[src/rtl/muxpga_fabric_v2_if.sv]
// Config shift-chain handshake bundle for the mux-cell fabric.
// Carries the valid/ready beat, its payload and the chain tail readback.
interface muxpga_fabric_v2_if;
    logic       cfg_valid;
    logic       cfg_ready;
    logic [3:0] cfg_data;
    logic       cfg_recirc;
    logic [3:0] cfg_tail;

    modport master (
        output cfg_valid,
        output cfg_data,
        output cfg_recirc,
        input  cfg_ready,
        input  cfg_tail
    );

    modport slave (
        input  cfg_valid,
        input  cfg_data,
        input  cfg_recirc,
        output cfg_ready,
        output cfg_tail
    );
endinterface

[src/rtl/muxpga_fabric_v2.sv]
// Second-generation mux-cell torus fabric with a config shift chain,
// recirculating readback and a run controller with auto-stop.
module muxpga_fabric_v2 #(
    parameter int ROWS  = 4,
    parameter int COLS  = 4,
    parameter int B     = 2,
    parameter int CNT_W = 16
) (
    input  logic                i_clk,
    input  logic                i_rst_n,
    muxpga_fabric_v2_if.slave   cfg_if,
    input  logic                i_start,
    input  logic                i_halt,
    input  logic [CNT_W-1:0]    i_run_limit,
    input  logic [COLS*B-1:0]   i_ext_in,
    output logic [COLS*B-1:0]   o_top_q,
    output logic                o_busy,
    output logic [CNT_W-1:0]    o_cycle_cnt,
    output logic                o_done,
    output logic                o_err
);

    localparam int N  = ROWS * COLS;
    localparam int LW = $clog2(N + 1);
    localparam logic [LW-1:0] LOAD_FULL = LW'(N);

    typedef enum logic {
        S_CFG = 1'b0,
        S_RUN = 1'b1
    } state_t;

    state_t                  r_state;
    state_t                  w_state_nxt;
    logic [N-1:0][3:0]       r_cfg;
    logic [N-1:0][B-1:0]     r_q;
    logic [N-1:0][B-1:0]     w_q_nxt;
    logic [LW-1:0]           r_load_cnt;
    logic [CNT_W-1:0]        r_cycle_cnt;
    logic [CNT_W-1:0]        w_cnt_inc;
    logic                    r_done;
    logic                    r_err;

    logic                    w_beat;
    logic [3:0]              w_head;
    logic                    w_start_ok;
    logic                    w_start_err;
    logic                    w_tick;
    logic                    w_auto;

    assign w_cnt_inc = r_cycle_cnt + 1'b1;
    assign w_head    = cfg_if.cfg_recirc ? r_cfg[N-1] : cfg_if.cfg_data;

    // Controller decode: handshake, start/halt arbitration, auto-stop
    always_comb begin
        w_state_nxt = r_state;
        w_beat      = 1'b0;
        w_start_ok  = 1'b0;
        w_start_err = 1'b0;
        w_tick      = 1'b0;
        w_auto      = 1'b0;
        unique case (r_state)
            S_CFG: begin
                w_beat = cfg_if.cfg_valid;
                if (i_start && !i_halt) begin
                    if (r_load_cnt == LOAD_FULL) begin
                        w_start_ok  = 1'b1;
                        w_state_nxt = S_RUN;
                    end else begin
                        w_start_err = 1'b1;
                    end
                end
            end
            S_RUN: begin
                if (i_halt) begin
                    w_state_nxt = S_CFG;
                end else begin
                    w_tick = 1'b1;
                    if ((i_run_limit != '0) && (w_cnt_inc == i_run_limit)) begin
                        w_auto      = 1'b1;
                        w_state_nxt = S_CFG;
                    end
                end
            end
            default: w_state_nxt = S_CFG;
        endcase
    end

    // Controller state register
    always_ff @(posedge i_clk) begin
        if (!i_rst_n) begin
            r_state <= S_CFG;
        end else begin
            r_state <= w_state_nxt;
        end
    end

    // Per-cell neighbour select and next-value logic
    for (genvar r = 0; r < ROWS; r++) begin : g_row
        for (genvar c = 0; c < COLS; c++) begin : g_col
            localparam int I  = r * COLS + c;
            localparam int IW = r * COLS + ((c + COLS - 1) % COLS);
            localparam int IE = r * COLS + ((c + 1) % COLS);
            localparam int IS = (r == 0) ? I : (r - 1) * COLS + c;
            localparam int IN = (r == ROWS - 1) ? I : (r + 1) * COLS + c;

            logic [B-1:0] w_nb;
            logic [B-1:0] w_nxt;
            logic [B-1:0] w_south;
            logic [B-1:0] w_north;

            if (r == 0) begin : g_s_ext
                assign w_south = i_ext_in[c*B +: B];
            end else begin : g_s_cell
                assign w_south = r_q[IS];
            end

            if (r == ROWS - 1) begin : g_n_zero
                assign w_north = '0;
            end else begin : g_n_cell
                assign w_north = r_q[IN];
            end

            // Neighbour mux by sel, then mode operation
            always_comb begin
                w_nb  = '0;
                w_nxt = r_q[I];
                unique case (r_cfg[I][1:0])
                    2'd0: w_nb = r_q[IW];
                    2'd1: w_nb = r_q[IE];
                    2'd2: w_nb = w_south;
                    2'd3: w_nb = w_north;
                    default: w_nb = '0;
                endcase
                unique case (r_cfg[I][3:2])
                    2'd0: w_nxt = B'(r_cfg[I][1:0]);
                    2'd1: w_nxt = w_nb;
                    2'd2: w_nxt = r_q[I] ^ w_nb;
                    2'd3: w_nxt = ~w_nb;
                    default: w_nxt = r_q[I];
                endcase
            end

            assign w_q_nxt[I] = w_nxt;
        end
    end

    // Datapath registers: chain shift, load count, cells, counter, flags
    always_ff @(posedge i_clk) begin
        if (!i_rst_n) begin
            r_cfg       <= '0;
            r_q         <= '0;
            r_load_cnt  <= '0;
            r_cycle_cnt <= '0;
            r_done      <= 1'b0;
            r_err       <= 1'b0;
        end else begin
            r_done <= w_auto;
            if (w_start_err) begin
                r_err <= 1'b1;
            end
            if (w_beat) begin
                r_cfg <= {r_cfg[N-2:0], w_head};
                if (!cfg_if.cfg_recirc && (r_load_cnt != LOAD_FULL)) begin
                    r_load_cnt <= r_load_cnt + 1'b1;
                end
            end
            if (w_start_ok) begin
                r_q         <= '0;
                r_cycle_cnt <= '0;
            end else if (w_tick) begin
                r_q         <= w_q_nxt;
                r_cycle_cnt <= w_cnt_inc;
            end
        end
    end

    for (genvar c = 0; c < COLS; c++) begin : g_top
        assign o_top_q[c*B +: B] = r_q[(ROWS - 1) * COLS + c];
    end

    assign cfg_if.cfg_ready = (r_state == S_CFG);
    assign cfg_if.cfg_tail  = r_cfg[N-1];
    assign o_busy           = (r_state == S_RUN);
    assign o_cycle_cnt      = r_cycle_cnt;
    assign o_done           = r_done;
    assign o_err            = r_err;

endmodule

[src/flat_wrapper.sv]
// flat-port wrapper written by rule: the top's interface ports become plain ports
module muxpga_fabric_v2_flat 
#(
    parameter int ROWS  = 4,
    parameter int COLS  = 4,
    parameter int B     = 2,
    parameter int CNT_W = 16
)
  (i_clk, i_rst_n, i_start, i_halt, i_run_limit, i_ext_in, o_top_q, o_busy, o_cycle_cnt, o_done, o_err, cfg_if_cfg_valid, cfg_if_cfg_data, cfg_if_cfg_recirc, cfg_if_cfg_ready, cfg_if_cfg_tail);
  muxpga_fabric_v2_if cfg_if_i ();
  input  logic i_clk;
  input  logic i_rst_n;
  input  logic i_start;
  input  logic i_halt;
  input  logic [CNT_W-1:0] i_run_limit;
  input  logic [COLS*B-1:0] i_ext_in;
  output logic [COLS*B-1:0] o_top_q;
  output logic o_busy;
  output logic [CNT_W-1:0] o_cycle_cnt;
  output logic o_done;
  output logic o_err;
  input wire logic [$bits(cfg_if_i.cfg_valid)-1:0] cfg_if_cfg_valid;
  input wire logic [$bits(cfg_if_i.cfg_data)-1:0] cfg_if_cfg_data;
  input wire logic [$bits(cfg_if_i.cfg_recirc)-1:0] cfg_if_cfg_recirc;
  output wire logic [$bits(cfg_if_i.cfg_ready)-1:0] cfg_if_cfg_ready;
  output wire logic [$bits(cfg_if_i.cfg_tail)-1:0] cfg_if_cfg_tail;
  assign cfg_if_i.cfg_valid = cfg_if_cfg_valid;
  assign cfg_if_i.cfg_data = cfg_if_cfg_data;
  assign cfg_if_i.cfg_recirc = cfg_if_cfg_recirc;
  assign cfg_if_cfg_ready = cfg_if_i.cfg_ready;
  assign cfg_if_cfg_tail = cfg_if_i.cfg_tail;
  muxpga_fabric_v2 #(.ROWS(ROWS), .COLS(COLS), .B(B), .CNT_W(CNT_W)) u_core (.i_clk(i_clk), .i_rst_n(i_rst_n), .cfg_if(cfg_if_i), .i_start(i_start), .i_halt(i_halt), .i_run_limit(i_run_limit), .i_ext_in(i_ext_in), .o_top_q(o_top_q), .o_busy(o_busy), .o_cycle_cnt(o_cycle_cnt), .o_done(o_done), .o_err(o_err));
endmodule
[config.mk]
export PLATFORM = sky130hd
export DESIGN_NAME = muxpga_fabric_v2_flat
export DESIGN_NICKNAME = d
export VERILOG_FILES = /design/src/rtl/muxpga_fabric_v2_if.sv /design/src/rtl/muxpga_fabric_v2.sv /design/src/flat_wrapper.sv
export SDC_FILE = /design/constraint.sdc
export NUM_CORES = 1
export LEC_CHECK = 0
export CAP_MARGIN = 20
export CORE_UTILIZATION = 63
export CTS_CLUSTER_DIAMETER = 150
export DETAILED_ROUTE_END_ITERATION = 7
export PLACE_DENSITY = 0.84
export SLEW_MARGIN = 20
export SYNTH_ARGS = -nofsm -noshare
export SYNTH_HDL_FRONTEND = slang
export SYNTH_SLANG_ARGS = --single-unit
[constraint.sdc]
create_clock -name i_clk -period 3 [get_ports i_clk]
set_clock_uncertainty 0.2 [all_clocks]
set_input_delay 0.3 -clock i_clk [delete_from_list [all_inputs] [get_ports i_clk]]
set_output_delay 0.3 -clock i_clk [all_outputs]
set_load 0.01 [all_outputs]
* Yosys cells after proc, flatten, opt, wreduce, memory -nomap -nowiden
Cells that the tools add are included.
** Operators by class
- Reductions and logical operators :: 41
- Bitwise logic cells :: 34
- Equality and inequality tests :: 99
- Muxes and demuxes :: 46
- Add/sub/neg operators :: 2
** Operators with widths (count)
- $pmux W2 S4 :: 32
- $eq A2 B2 Y1 const B :: 64
- $eq A2 B1 Y1 const B :: 32
- $logic_not A2 Y1 :: 32
- $not A2 Y2 :: 16
- $xor A2 B2 Y2 :: 16
- $add A16 B1 Y16 const B :: 1
- $eq A16 B16 Y1 :: 1
- $reduce_bool A16 Y1 :: 1
- $mux W1 :: 12
- $add A5 B1 Y5 const B :: 1
- $eq A5 B5 Y1 const B :: 1
- $ne A5 B5 Y1 const B :: 1
- $mux W4 :: 1
- $logic_and A1 B1 Y1 :: 3
- $reduce_or A3 Y1 :: 1
- $logic_not A1 Y1 :: 2
- $not A1 Y1 :: 2
- $pmux W1 S2 :: 1
- $reduce_and A2 Y1 :: 1
- $reduce_or A2 Y1 :: 1
** Storage, ports and cells
- Output and inout bits :: 32
- Register bits :: 120
- Input bits :: 34
- Word-level logic and storage cells :: 259

* Depth between registers and ports, before layout
- Depth in word-level cells :: 6
- Depth in mapped cells :: 8
- Mapped depth without buffers :: 7

* Worst setup path after synthesis
OpenSTA, ideal clock, no wires.
- Path kind :: flip-flop to flip-flop
- Start point :: register u_core.r_cycle_cnt[0], in the netlist u_core.o_cycle_cnt[0]
- End point :: register u_core.r_state, in the netlist u_core.o_busy
- Required time :: 2.675 ns
- Stages on the path, launching flop included :: 9
- Arrival time :: 1.809 ns
- Clock period less this slack :: 2.134 ns
- Path buffers :: 1
- Setup slack :: 0.866 ns
- Library setup time :: 0.125 ns
- Cell sequence :: dfxtp_1 ha_1 nand3_2 buf_6 or3_1 a21oi_1 nand4_1 o31ai_1 a21oi_1
** Between the ends
- Cells in the longest elaborated chain, start to end :: 6
** RTL lines
- start: declaration :: RTL line muxpga_fabric_v2.sv:38 : logic [CNT_W-1:0] r_cycle_cnt;
- start signal: assignment :: RTL line muxpga_fabric_v2.sv:172 : r_cycle_cnt <= w_cnt_inc;
- $add A16 B1 Y16 :: RTL line muxpga_fabric_v2.sv:50 : assign w_cnt_inc = r_cycle_cnt + 1'b1;
- $eq A16 B16 Y1 :: RTL line muxpga_fabric_v2.sv:78 : if ((i_run_limit != '0) && (w_cnt_inc == i_run_limit)) begin
- $logic_and A1 B1 Y1 :: RTL line muxpga_fabric_v2.sv:78
- $mux W1 :: RTL line muxpga_fabric_v2.sv:78
- $mux W1 :: RTL line muxpga_fabric_v2.sv:74 : if (i_halt) begin
- $pmux W1 S2 :: RTL line muxpga_fabric_v2.sv:61 : unique case (r_state)
- end signal: assignment :: RTL line muxpga_fabric_v2.sv:93 : r_state <= w_state_nxt;
- end: declaration :: RTL line muxpga_fabric_v2.sv:32 : state_t r_state;
Every way passes these cells.
A chain may end at the register's enable or synchronous reset.

* Worst setup path after layout
Ends and elaborated chain as after synthesis.

==> flow_metrics.tcl <==
set metrics [dict create \
    cts_hold_buf 0 \
    status "completed" \
    vdd_drop_max_v 0.000439 \
    cts_setup_buffers 0 \
    ctsResizeCount 0 \
    setup.worst_path.class "reg -> reg" \
    grt-ovfl-total 0 \
    h-tree-depth 4 \
    root_buffer "clkbuf_8" \
    rsz0062_at_grt "no" \
    synth_area_leader_cell "dfxtp_1" \
    synth_area_leaders "dfxtp_1, nand2_1, mux4_2" \
    place_congestion 0.959 \
    layout-drive-gt1-share 0.0908 \
    drv_slew 0 \
    cp.required_ps 3220 \
    antenna_found_initial 0 \
    powerDensity_nw_per_um2 482 \
    min_period_over_period 0.805 \
    design.core.area_um2 10900 \
    area_growth_pct 16.2 \
    clk_latency_ps 540 \
    layout_commonest_cell "nand2_1" \
    clk_path_buf_depth 2 \
    n_fill_cell 761 \
    worst_path_largest_cell_delay_ps 460 \
    final_cell_mix "nand2_1, dfxtp_1, clkdlybuf4s50_1" \
    die_area_um2 11600 \
    cts.sinks 120 \
    worst_slew_pin_slew_ps 664 \
    synthArstFlopShare 0 \
    clkSlewWorstSetupHoldPaths_ps 60 \
    path_max_fanout 13 \
    vias 6393 \
    grt_max_degree 73 \
    die_y_um 108 \
    drt_wl_total_um 18800 \
    grt_pass1_vias 6026 \
    die_w_um 108 \
    diodes 0 \
    relSlewSlack 0.555 \
    drt-initial-drc-count 609 \
    ys.flop_type "dfxtp_1" \
    start_util 0.648 \
    finalSetupViolCount 0 \
    finalCriticalPeriod_ps 2410 \
    yosysUniqueCellTypes 55 \
    rows 38 \
    cp-end-kind "flip-flop" \
    dp.final_hpwl_um 12500 \
    cap_violations 0 \
    drc 0 \
    avgSynthCellArea_um2 8.44 \
    fmax_ghz 0.414 \
    ioPinCount 66 \
    fin_nets 883 \
    vias_per_cell 6.40 \
    setup-tns-final_ps 0 \
    synth_warnings 0 \
    syn-instance-count 836 \
    crit_path_cell_trace "ha_1 > nand3_2 > nor4_1 > xnor2_1 > nand4_1 > o31ai_1 > a21oi_1" \
    cts_buffers 17 \
    port_buffers 65 \
    critPathLaunchType "flip-flop" \
    cts_tree "done" \
    synth_top_cell_area_share 0.340 \
    p_leak_uw 0.00273 \
    cp_top_family "simple AND/OR/NAND/NOR gates" \
    critPathBufInv 0 \
    min_path_type "in -> reg" \
    ys_ff_latch 120 \
    synth-edff-count 0 \
    grt_pass1_wl_um 30200 \
    synth_nets 873 \
    fin_util 0.753 \
    wl_per_cell_um 18.8 \
    cp.arrival_ps 2630 \
    hold_viol 0 \
    antenna_left 0 \
    reg2reg_setup_slack_ps 590 \
    synth-seq-area-share 0.340 \
    synth_area_um2 7060 \
    crit_slowest_cell "dfxtp_1" \
    drtPass1Iterations 5 \
    grt_usage 0.340 \
]
## synthesized netlist by cell type, types with 18 or more instances
master / instances
a211oi_1: 30
a21boi_0: 60
a21oi_1: 37
a31oi_1: 30
buf_4: 18
clkbuf_1: 47
dfxtp_1: 120
mux4_2: 24
nand2_1: 145
nor2_1: 56
nor2b_1: 35
o22ai_1: 34
xnor2_1: 56
## power by group
group	switching [µW]	total, µW	internal, µW
Sequential	15.5	1620	1600
Clock	736	2120	1390
Combinational	104	203	99.8
Total	855	3950	3090
## stage by stage
| stage | cells | hold slack (ps) | instance area (µm²) | total power, µW | setup slack, ps |
|---|---|---|---|---|---|
| floorplan | 836 | 258 | 7060 | 1770 | 866 |
| global placement | 967 | 249 | 7580 | 1850 | 694 |
| detailed placement | 967 | 254 | 7580 | 1850 | 617 |
| CTS | 999 | 162 | 8200 | 3960 | 616 |
| global route | 999 | 240 | 8200 | 4050 | 310 |
| finish | 999 | 215 | 8200 | 3950 | 585 |
## worst paths after layout
kind / from / endpoint / cells past startpoint
max: u_core.o_cycle_cnt[0] / u_core.o_busy / 7
max reg2reg: u_core.o_cycle_cnt[0] / u_core.o_busy / 7
min reg2reg: u_core.o_err / u_core.o_err / 1
min: i_rst_n / u_core.o_cycle_cnt[6] / 3
## worst reg2reg max path, stage by stage (launching register included)
cell     delay [ps]
dfxtp_1         460
ha_1            270
nand3_2         250
nor4_1          460
xnor2_1         170
nand4_1         150
o31ai_1         250
a21oi_1          90
## layout make-up
type,count,area (µm²),share of cell area
repair buffers,74,738,0.0901
inverters,4,15.0,0.00183
multi-input cells,629,4250,0.518
clock inverters,12,174,0.0212
flip-flops and latches,120,2400,0.293
clock buffers,20,445,0.0543
well taps,140,175,0.0214
## state kept, by name (all words and copies together) (netlist names)
| name | cells |
|---|---|
| u_core.r_cfg | 60 |
| u_core.g_row.g_col.w_north | 24 |
| u_core.o_cycle_cnt | 16 |
| u_core.g_row.g_col.w_south | 8 |
| u_core.r_load_cnt | 5 |
| u_core.cfg_if.cfg_tail | 4 |
| u_core.o_busy | 1 |
| u_core.o_done | 1 |
| u_core.o_err | 1 |
## routing by layer
metal	vias up	track usage	wire length [µm]
met4	0	0.145	408
met3	56	0.0708	1540
met5	-	0	0
met1	3053	0.435	7760
met2	299	0.554	9100
li1	2985	-	-
## kinds of logic (layout without fill, tap and decap cells)
group / count (synthesis) / after routing / synth area share
compound gates: 213 / 213 / 0.204
flops: 120 / 120 / 0.340
mux: 40 / 40 / 0.0993
xor+xnor: 72 / 72 / 0.0933
simple gates: 301 / 301 / 0.198
fa+ha+maj: 3 / 3 / 0.00532
buf+inv: 87 / 110 / 0.0594
(Power assumes the default switching activity.)
